$ cat config.mk
export PLATFORM = sky130hd
export DESIGN_NAME = complex_div_operand_collector
export DESIGN_NICKNAME = d
export VERILOG_FILES = /design/src/rtl/complex_div_operand_collector.sv
export SDC_FILE = /design/constraint.sdc
export NUM_CORES = 1
export LEC_CHECK = 0
export CORE_MARGIN = 3
export CORE_UTILIZATION = 40
export CTS_BUF_LIST = sky130_fd_sc_hd__clkbuf_8 sky130_fd_sc_hd__clkbuf_16
export CTS_CLUSTER_DIAMETER = 200
export DETAILED_ROUTE_END_ITERATION = 10
export PLACE_DENSITY_LB_ADDON = 0.05
export SLEW_MARGIN = 20
export SYNTH_ARGS = -nofsm -noshare
export SYNTH_HDL_FRONTEND = slang
export SYNTH_SLANG_ARGS = --single-unit
export TNS_END_PERCENT = 1
$ cat constraint.sdc
create_clock -name clk_i -period 2 [get_ports clk_i]
set_clock_uncertainty 0.1 [all_clocks]
set_input_delay 0.2 -clock clk_i [delete_from_list [all_inputs] [get_ports clk_i]]
set_output_delay 0.2 -clock clk_i [all_outputs]
set_load 0.02 [all_outputs]
$ cat src/rtl/complex_div_operand_collector.sv
// Operand collector feeding complex_div: assembles 4-word FP64 groups
// into operand sets and buffers them in a small FIFO with tag/zero flag.
module complex_div_operand_collector #(
  parameter int NUM_OPERANDS = 4,
  parameter int WIDTH        = 64,
  parameter int DEPTH        = 2,
  parameter int TAG_WIDTH    = 4
) (
  input  logic                          clk_i,
  input  logic                          rst_ni,
  input  logic                          flush_i,
  input  logic                          word_valid_i,
  output logic                          word_ready_o,
  input  logic [WIDTH-1:0]              word_i,
  input  logic                          word_last_i,
  output logic                          div_valid_o,
  input  logic                          div_ready_i,
  output logic [NUM_OPERANDS*WIDTH-1:0] div_operands_o,
  output logic [TAG_WIDTH-1:0]          div_tag_o,
  output logic                          div_zero_o,
  output logic                          err_o,
  output logic                          busy_o
);

  localparam int IW = (NUM_OPERANDS > 1) ? $clog2(NUM_OPERANDS) : 1;
  localparam int PW = (DEPTH > 1) ? $clog2(DEPTH) : 1;
  localparam int CW = $clog2(DEPTH + 1);
  localparam int OW = NUM_OPERANDS * WIDTH;
  localparam logic [IW-1:0] LAST_IDX = IW'(NUM_OPERANDS - 1);

  // assembly state
  logic [IW-1:0]        idx_q;
  logic [WIDTH-1:0]     part_q [NUM_OPERANDS-1];
  logic [TAG_WIDTH-1:0] tag_q;
  logic                 err_q;

  // fifo state
  logic [OW-1:0]        fifo_ops_q  [DEPTH];
  logic [TAG_WIDTH-1:0] fifo_tag_q  [DEPTH];
  logic                 fifo_zero_q [DEPTH];
  logic [PW-1:0]        rd_ptr_q;
  logic [PW-1:0]        wr_ptr_q;
  logic [CW-1:0]        count_q;

  logic          at_last;
  logic          full;
  logic          empty;
  logic          xfer;
  logic          frame_ok;
  logic          store;
  logic          push;
  logic          pop;
  logic          frame_err;
  logic          push_zero;
  logic [OW-1:0] push_ops;

  function automatic logic [PW-1:0] ptr_next(input logic [PW-1:0] p);
    return (p == PW'(DEPTH - 1)) ? '0 : p + 1'b1;
  endfunction

  assign at_last  = (idx_q == LAST_IDX);
  assign full     = (count_q == CW'(DEPTH));
  assign empty    = (count_q == '0);

  // a pop in the same cycle never frees a slot for the push
  assign word_ready_o = !at_last || !full;

  assign xfer      = word_valid_i && word_ready_o;
  assign frame_ok  = (word_last_i == at_last);
  assign store     = xfer && frame_ok && !at_last && !flush_i;
  assign push      = xfer && frame_ok && at_last && !flush_i;
  assign frame_err = xfer && !frame_ok && !flush_i;
  assign pop       = !empty && div_ready_i && !flush_i;

  // divisor is zero when both divisor words are +/-0
  assign push_zero =
    (part_q[NUM_OPERANDS-2][WIDTH-2:0] == '0) &&
    (word_i[WIDTH-2:0] == '0);

  // pack stored words plus the incoming last word, index 0 at the LSBs
  always_comb begin
    push_ops = '0;
    for (int i = 0; i < NUM_OPERANDS - 1; i++) begin
      push_ops[i*WIDTH +: WIDTH] = part_q[i];
    end
    push_ops[(NUM_OPERANDS-1)*WIDTH +: WIDTH] = word_i;
  end

  // word index and partial-group storage
  always_ff @(posedge clk_i or negedge rst_ni) begin
    if (!rst_ni) begin
      idx_q <= '0;
      for (int i = 0; i < NUM_OPERANDS - 1; i++) begin
        part_q[i] <= '0;
      end
    end else begin
      unique case (1'b1)
        flush_i:   idx_q <= '0;
        frame_err: idx_q <= '0;
        push:      idx_q <= '0;
        store: begin
          part_q[idx_q] <= word_i;
          idx_q         <= idx_q + 1'b1;
        end
        default: ;
      endcase
    end
  end

  // operation tag counter, survives flush
  always_ff @(posedge clk_i or negedge rst_ni) begin
    if (!rst_ni) begin
      tag_q <= '0;
    end else if (push) begin
      tag_q <= tag_q + 1'b1;
    end
  end

  // sticky framing error
  always_ff @(posedge clk_i or negedge rst_ni) begin
    if (!rst_ni) begin
      err_q <= 1'b0;
    end else if (flush_i) begin
      err_q <= 1'b0;
    end else if (frame_err) begin
      err_q <= 1'b1;
    end
  end

  // fifo pointers and occupancy
  always_ff @(posedge clk_i or negedge rst_ni) begin
    if (!rst_ni) begin
      rd_ptr_q <= '0;
      wr_ptr_q <= '0;
      count_q  <= '0;
    end else if (flush_i) begin
      rd_ptr_q <= '0;
      wr_ptr_q <= '0;
      count_q  <= '0;
    end else begin
      if (push) wr_ptr_q <= ptr_next(wr_ptr_q);
      if (pop)  rd_ptr_q <= ptr_next(rd_ptr_q);
      unique case ({push, pop})
        2'b10:   count_q <= count_q + 1'b1;
        2'b01:   count_q <= count_q - 1'b1;
        default: ;
      endcase
    end
  end

  // fifo entry storage
  always_ff @(posedge clk_i or negedge rst_ni) begin
    if (!rst_ni) begin
      for (int i = 0; i < DEPTH; i++) begin
        fifo_ops_q[i]  <= '0;
        fifo_tag_q[i]  <= '0;
        fifo_zero_q[i] <= 1'b0;
      end
    end else if (push) begin
      fifo_ops_q[wr_ptr_q]  <= push_ops;
      fifo_tag_q[wr_ptr_q]  <= tag_q;
      fifo_zero_q[wr_ptr_q] <= push_zero;
    end
  end

  // head entry drives the divider; zeros when nothing is queued
  assign div_valid_o    = !empty;
  assign div_operands_o = empty ? '0 : fifo_ops_q[rd_ptr_q];
  assign div_tag_o      = empty ? '0 : fifo_tag_q[rd_ptr_q];
  assign div_zero_o     = !empty && fifo_zero_q[rd_ptr_q];

  assign err_o  = err_q;
  assign busy_o = (idx_q != '0) || !empty;

endmodule
==> flow_summary.rst <==
.. list-table::
   :header-rows: 1

   * - Metric
     - Value
   * - Result of the run
     - finished with violations
   * - Failing checks
     - setup timing
   * - Global-route wire length before repair
     - 131.7 mm
   * - Detailed-route wire length per cell
     - 22.18 µm
   * - Number of flip-flops and latches in the synthesized netlist
     - 725
   * - Worst reg2reg path startpoint
     - part_q[62]$_DFFE_PN0P_
   * - Count of endpoints failing hold in the final timing report
     - 0
   * - Vias in the first global route
     - 21510
   * - Maximum capacitance violations
     - 0
   * - Warnings, synthesis
     - 0
   * - Total power divided by cell area
     - 780.8 nW/µm²
   * - Largest fanout on the critical path
     - 6
   * - CTS buffer count
     - 79
   * - Height of the die
     - 284.8 µm
   * - Worst hold path class
     - in2async
   * - Net count reported at finish
     - 2896
   * - Largest vdd supply drop
     - 0.5590 mV
   * - Top cells by area, synth
     - sky130_fd_sc_hd__dfrtp_1 (58%), sky130_fd_sc_hd__mux2_1 (14%), sky130_fd_sc_hd__mux2_2 (12%)
   * - Worst reg2reg path endpoint
     - fifo_zero_q[0]$_DFFE_PN0P_
   * - Routed wire length
     - 86.73 mm
   * - Area growth from synthesis to final layout
     - 36.22%
   * - Worst setup margin
     - -513.1 ps
   * - Maximum level of the CTS H-tree
     - 3
   * - Cell type contributing the most total cell area after synthesis
     - sky130_fd_sc_hd__dfrtp_1
   * - Total routing usage reported by global routing
     - 21.11%
   * - Count of filler cells inserted in the layout
     - 6389
   * - Avg Synthesized Cell Area
     - 14.19 µm²
   * - Sort of element at the end of the critical path
     - output pin
   * - Worst-skew pair later-pin latency
     - 620 ps
   * - Number of standard cells after synthesis
     - 2192
   * - Netlist Area Pre-Place
     - 31090 µm²
   * - Num rows
     - 101
   * - Time the worst path needs with I/O delays and setup
     - 2513 ps
   * - Number of remaining DRC errors
     - 0
   * - Clock root buffer
     - sky130_fd_sc_hd__clkbuf_16
   * - Total design power
     - 33.07 mW
   * - Final-layout setup total negative slack
     - -97770 ps
   * - Unrepaired setup endpoints after global routing
     - true
   * - Multi-input logic area
     - 13370 µm²
   * - Count of clock tree sinks
     - 725
   * - Effective utilization at floorplan
     - 40.67%
   * - Number of distinct library cell variants in the gate-level netlist after synthesis
     - 32
   * - Final estimated routing congestion in global placement
     - 0.7671
   * - Residual antenna-violating net count after detailed routing
     - 0
   * - Synthesized Nets
     - 2267
   * - Die area
     - 81120 µm²
   * - Share of the core filled with cells in the final layout
     - 55.40%
   * - Routed via count
     - 19740
   * - Cell area after layout
     - 42360 µm²
   * - Pin count of the biggest net entering global routing
     - 89
   * - Number of detailed-routing iterations run before antenna repair
     - 5
   * - Register-to-Register Path Depth
     - 5
   * - Max-slew headroom
     - 41.51%
   * - Critical path data required time
     - 1700 ps
   * - Number of vias per cell
     - 5.046
   * - Clock slew at the register clock pins of the worst setup and hold paths
     - 60 ps
   * - Max Transition Viols Final
     - 0
   * - Tightest Pin Transition
     - 870.1 ps
   * - Sequential standard cell area
     - 18150 µm²
   * - Width of the die
     - 284.8 µm
   * - TritonCTS clock tree
     - done
   * - Register area share after synthesis
     - 58.35%
   * - Highest clock frequency the design can meet
     - 397.9 MHz
   * - Area share of the leading cell type in the synthesized netlist
     - 58.35%
   * - Antenna violations before repair
     - 3
   * - Share of final-layout standard cells stronger than drive strength 1
     - 42.40%
   * - Total congestion overflow
     - 0
   * - Final cycle utilization of the critical path
     - 125.7%
   * - Maximum buffer depth of the clock tree
     - 3
   * - Io pins
     - 335
   * - CORE AREA
     - 76450 µm²
   * - Register-to-Register Setup Slack
     - -290 ps
   * - Count of port buffers added during placement
     - 334
   * - Hpwl dp
     - 59.65 mm
   * - Place WS
     - -1038 ps
   * - Initial detailed-routing violation count
     - 811
   * - Setup violation total in the final timing report
     - 430
   * - Placement-stage cell area
     - 38450 µm²
   * - Startpoint type of the worst setup path
     - register
   * - Static Leakage
     - 20.07 nW
   * - Kind of critical path
     - reg2out
   * - Data arrival time of the worst path
     - 2210 ps
cell families after synthesis:
group           count (synthesis)  share of synthesized area [%]
buf+inv                       138                          2.217
flops                         725                          58.35
xor+xnor                        7                         0.1972
compound gates                 10                         0.2092
mux                           974                          34.22
fa+ha+maj                       5                         0.2012
simple gates                  333                          4.603
how the worst max path moves through the flow:
stage | from | to | slack (ps) | cells past startpoint
6_report | rd_ptr_q$_DFFE_PN0P_ | div_operands_o[34] | -510 | 6
5_1_grt | rd_ptr_q$_DFFE_PN0P_ | div_operands_o[13] | -570 | 7
4_1_cts | rd_ptr_q$_DFFE_PN0P_ | div_operands_o[230] | -600 | 6
3_5_place_dp | word_i[8] | fifo_zero_q[0]$_DFFE_PN0P_ | -1040 | 6
3_3_place_gp | word_i[8] | fifo_zero_q[0]$_DFFE_PN0P_ | -1030 | 6
2_1_floorplan | rd_ptr_q$_DFFE_PN0P_ | div_operands_o[10] | -70 | 5
worst max-delay path, cell delays in order, from the launching register on:
cell                            delay [ps]
sky130_fd_sc_hd__dfrtp_4               500
sky130_fd_sc_hd__buf_12                170
sky130_fd_sc_hd__buf_12                150
sky130_fd_sc_hd__buf_6                 150
sky130_fd_sc_hd__mux2i_2               250
sky130_fd_sc_hd__nor2_1                 60
sky130_fd_sc_hd__dlygate4sd2_1         320
layout by cell type (no fill, tap or decap), types with 4 or more instances in the layout:
cell type / netlist / final
sky130_fd_sc_hd__nor4_1: 31 / 25
sky130_fd_sc_hd__mux2i_4: 0 / 40
sky130_fd_sc_hd__nand4_1: 9 / 9
sky130_fd_sc_hd__mux2_2: 335 / 316
sky130_fd_sc_hd__clkdlybuf4s50_1: 0 / 69
sky130_fd_sc_hd__clkinv_2: 0 / 11
sky130_fd_sc_hd__dlygate4sd2_1: 0 / 18
sky130_fd_sc_hd__buf_4: 39 / 386
sky130_fd_sc_hd__buf_2: 20 / 35
sky130_fd_sc_hd__nor2_2: 0 / 33
sky130_fd_sc_hd__nor2_1: 270 / 225
sky130_fd_sc_hd__nand2_1: 9 / 5
sky130_fd_sc_hd__clkbuf_16: 0 / 89
sky130_fd_sc_hd__nor2_4: 0 / 12
sky130_fd_sc_hd__buf_8: 0 / 4
sky130_fd_sc_hd__bufinv_16: 0 / 10
sky130_fd_sc_hd__inv_1: 5 / 22
sky130_fd_sc_hd__buf_6: 0 / 51
sky130_fd_sc_hd__buf_16: 0 / 7
sky130_fd_sc_hd__mux2_1: 378 / 359
sky130_fd_sc_hd__bufbuf_16: 0 / 5
sky130_fd_sc_hd__mux2_4: 0 / 38
sky130_fd_sc_hd__clkdlybuf4s15_2: 0 / 6
sky130_fd_sc_hd__clkinvlp_4: 0 / 4
sky130_fd_sc_hd__nand2_4: 0 / 4
sky130_fd_sc_hd__mux2i_1: 261 / 174
sky130_fd_sc_hd__clkbuf_2: 0 / 11
sky130_fd_sc_hd__mux2i_2: 0 / 47
sky130_fd_sc_hd__clkbuf_8: 0 / 12
sky130_fd_sc_hd__dfrtp_1: 725 / 722
sky130_fd_sc_hd__buf_12: 0 / 79
sky130_fd_sc_hd__nor4_2: 0 / 5
sky130_fd_sc_hd__xor2_1: 4 / 4
Yosys cell counts:
| master | n |
|---|---|
| sky130_fd_sc_hd__buf_2 | 20 |
| sky130_fd_sc_hd__nor4b_1 | 1 |
| sky130_fd_sc_hd__nand2b_1 | 2 |
| sky130_fd_sc_hd__nor3_1 | 1 |
| sky130_fd_sc_hd__o21a_1 | 1 |
| sky130_fd_sc_hd__xor2_1 | 4 |
| sky130_fd_sc_hd__clkbuf_1 | 49 |
| sky130_fd_sc_hd__nor2b_1 | 2 |
| sky130_fd_sc_hd__nor4b_2 | 1 |
| sky130_fd_sc_hd__dfrtp_1 | 725 |
| sky130_fd_sc_hd__nor4_4 | 2 |
| sky130_fd_sc_hd__inv_1 | 5 |
| sky130_fd_sc_hd__nand2_1 | 9 |
| sky130_fd_sc_hd__mux2i_1 | 261 |
| sky130_fd_sc_hd__a31oi_1 | 2 |
| sky130_fd_sc_hd__nor4_1 | 31 |
| sky130_fd_sc_hd__nand3b_1 | 1 |
| sky130_fd_sc_hd__nor2_1 | 270 |
| sky130_fd_sc_hd__ha_1 | 5 |
| sky130_fd_sc_hd__mux2_2 | 335 |
| sky130_fd_sc_hd__nand4_1 | 9 |
| sky130_fd_sc_hd__o31ai_1 | 2 |
| sky130_fd_sc_hd__nor4bb_1 | 1 |
| sky130_fd_sc_hd__or4_1 | 2 |
| sky130_fd_sc_hd__a21boi_0 | 1 |
| sky130_fd_sc_hd__buf_1 | 25 |
| sky130_fd_sc_hd__nand3_1 | 1 |
| sky130_fd_sc_hd__xnor2_1 | 3 |
| sky130_fd_sc_hd__mux2_1 | 378 |
| sky130_fd_sc_hd__a21oi_1 | 3 |
| sky130_fd_sc_hd__o21bai_1 | 1 |
| sky130_fd_sc_hd__buf_4 | 39 |
stage by stage:
step / instances / hold slack [ps]
after floorplan: 2192 / -195.6
after global placement: 3729 / 58.84
after detailed placement: 3729 / 65.12
after CTS: 3887 / 225.6
after global routing: 3910 / 254.1
final: 3911 / 253.0
registers in the layout, indices dropped and copies added, names as in the netlist:
register / cells
fifo_zero_q: 2
tag_q: 4
idx_q: 2
wr_ptr_q: 1
rd_ptr_q: 1
fifo_tag_q: 8
count_q: 2
fifo_ops_q: 512
err_o: 1
part_q: 192
layer usage:
| layer | track usage [%] | vias to the layer above | wire length (µm) |
|---|---|---|---|
| met5 | 0 | - | 13 |
| met4 | 5.195 | 2 | 1841 |
| li1 | - | 9022 | - |
| met1 | 28.35 | 10290 | 38720 |
| met2 | 35.73 | 312 | 42950 |
| met3 | 3.573 | 107 | 3210 |
report_power, final:
part | internal, mW | switching, mW | total, mW
registers | 15.4 | 0.569 | 16.0
logic | 1.09 | 0.949 | 2.04
clock network | 9.16 | 5.88 | 15.0
total | 25.7 | 7.40 | 33.1
cell type report:
cell class                      instances  area share, %
Clock inverter                         46          1.161
Antenna cell                            1       0.005908
Timing Repair Buffer                  681          16.10
Sequential cell                       725          42.85
Multi-Input combinational cell       1329          31.56
Inverter                                5        0.04431
Tap cell                             1030          3.043
Clock buffer                           94          5.234
timing repair:
item                                   in CTS  in global routing
buffers inserted                            9                 16
gates resized for setup                   862                597
setup endpoints to repair                 816                965
cloned                                      6                  7
endpoints found under the hold margin     595                  0
pin swaps                                   5                 12
hold buffers                                3                  0
Note: power is estimated with default switching activity, not from simulation.
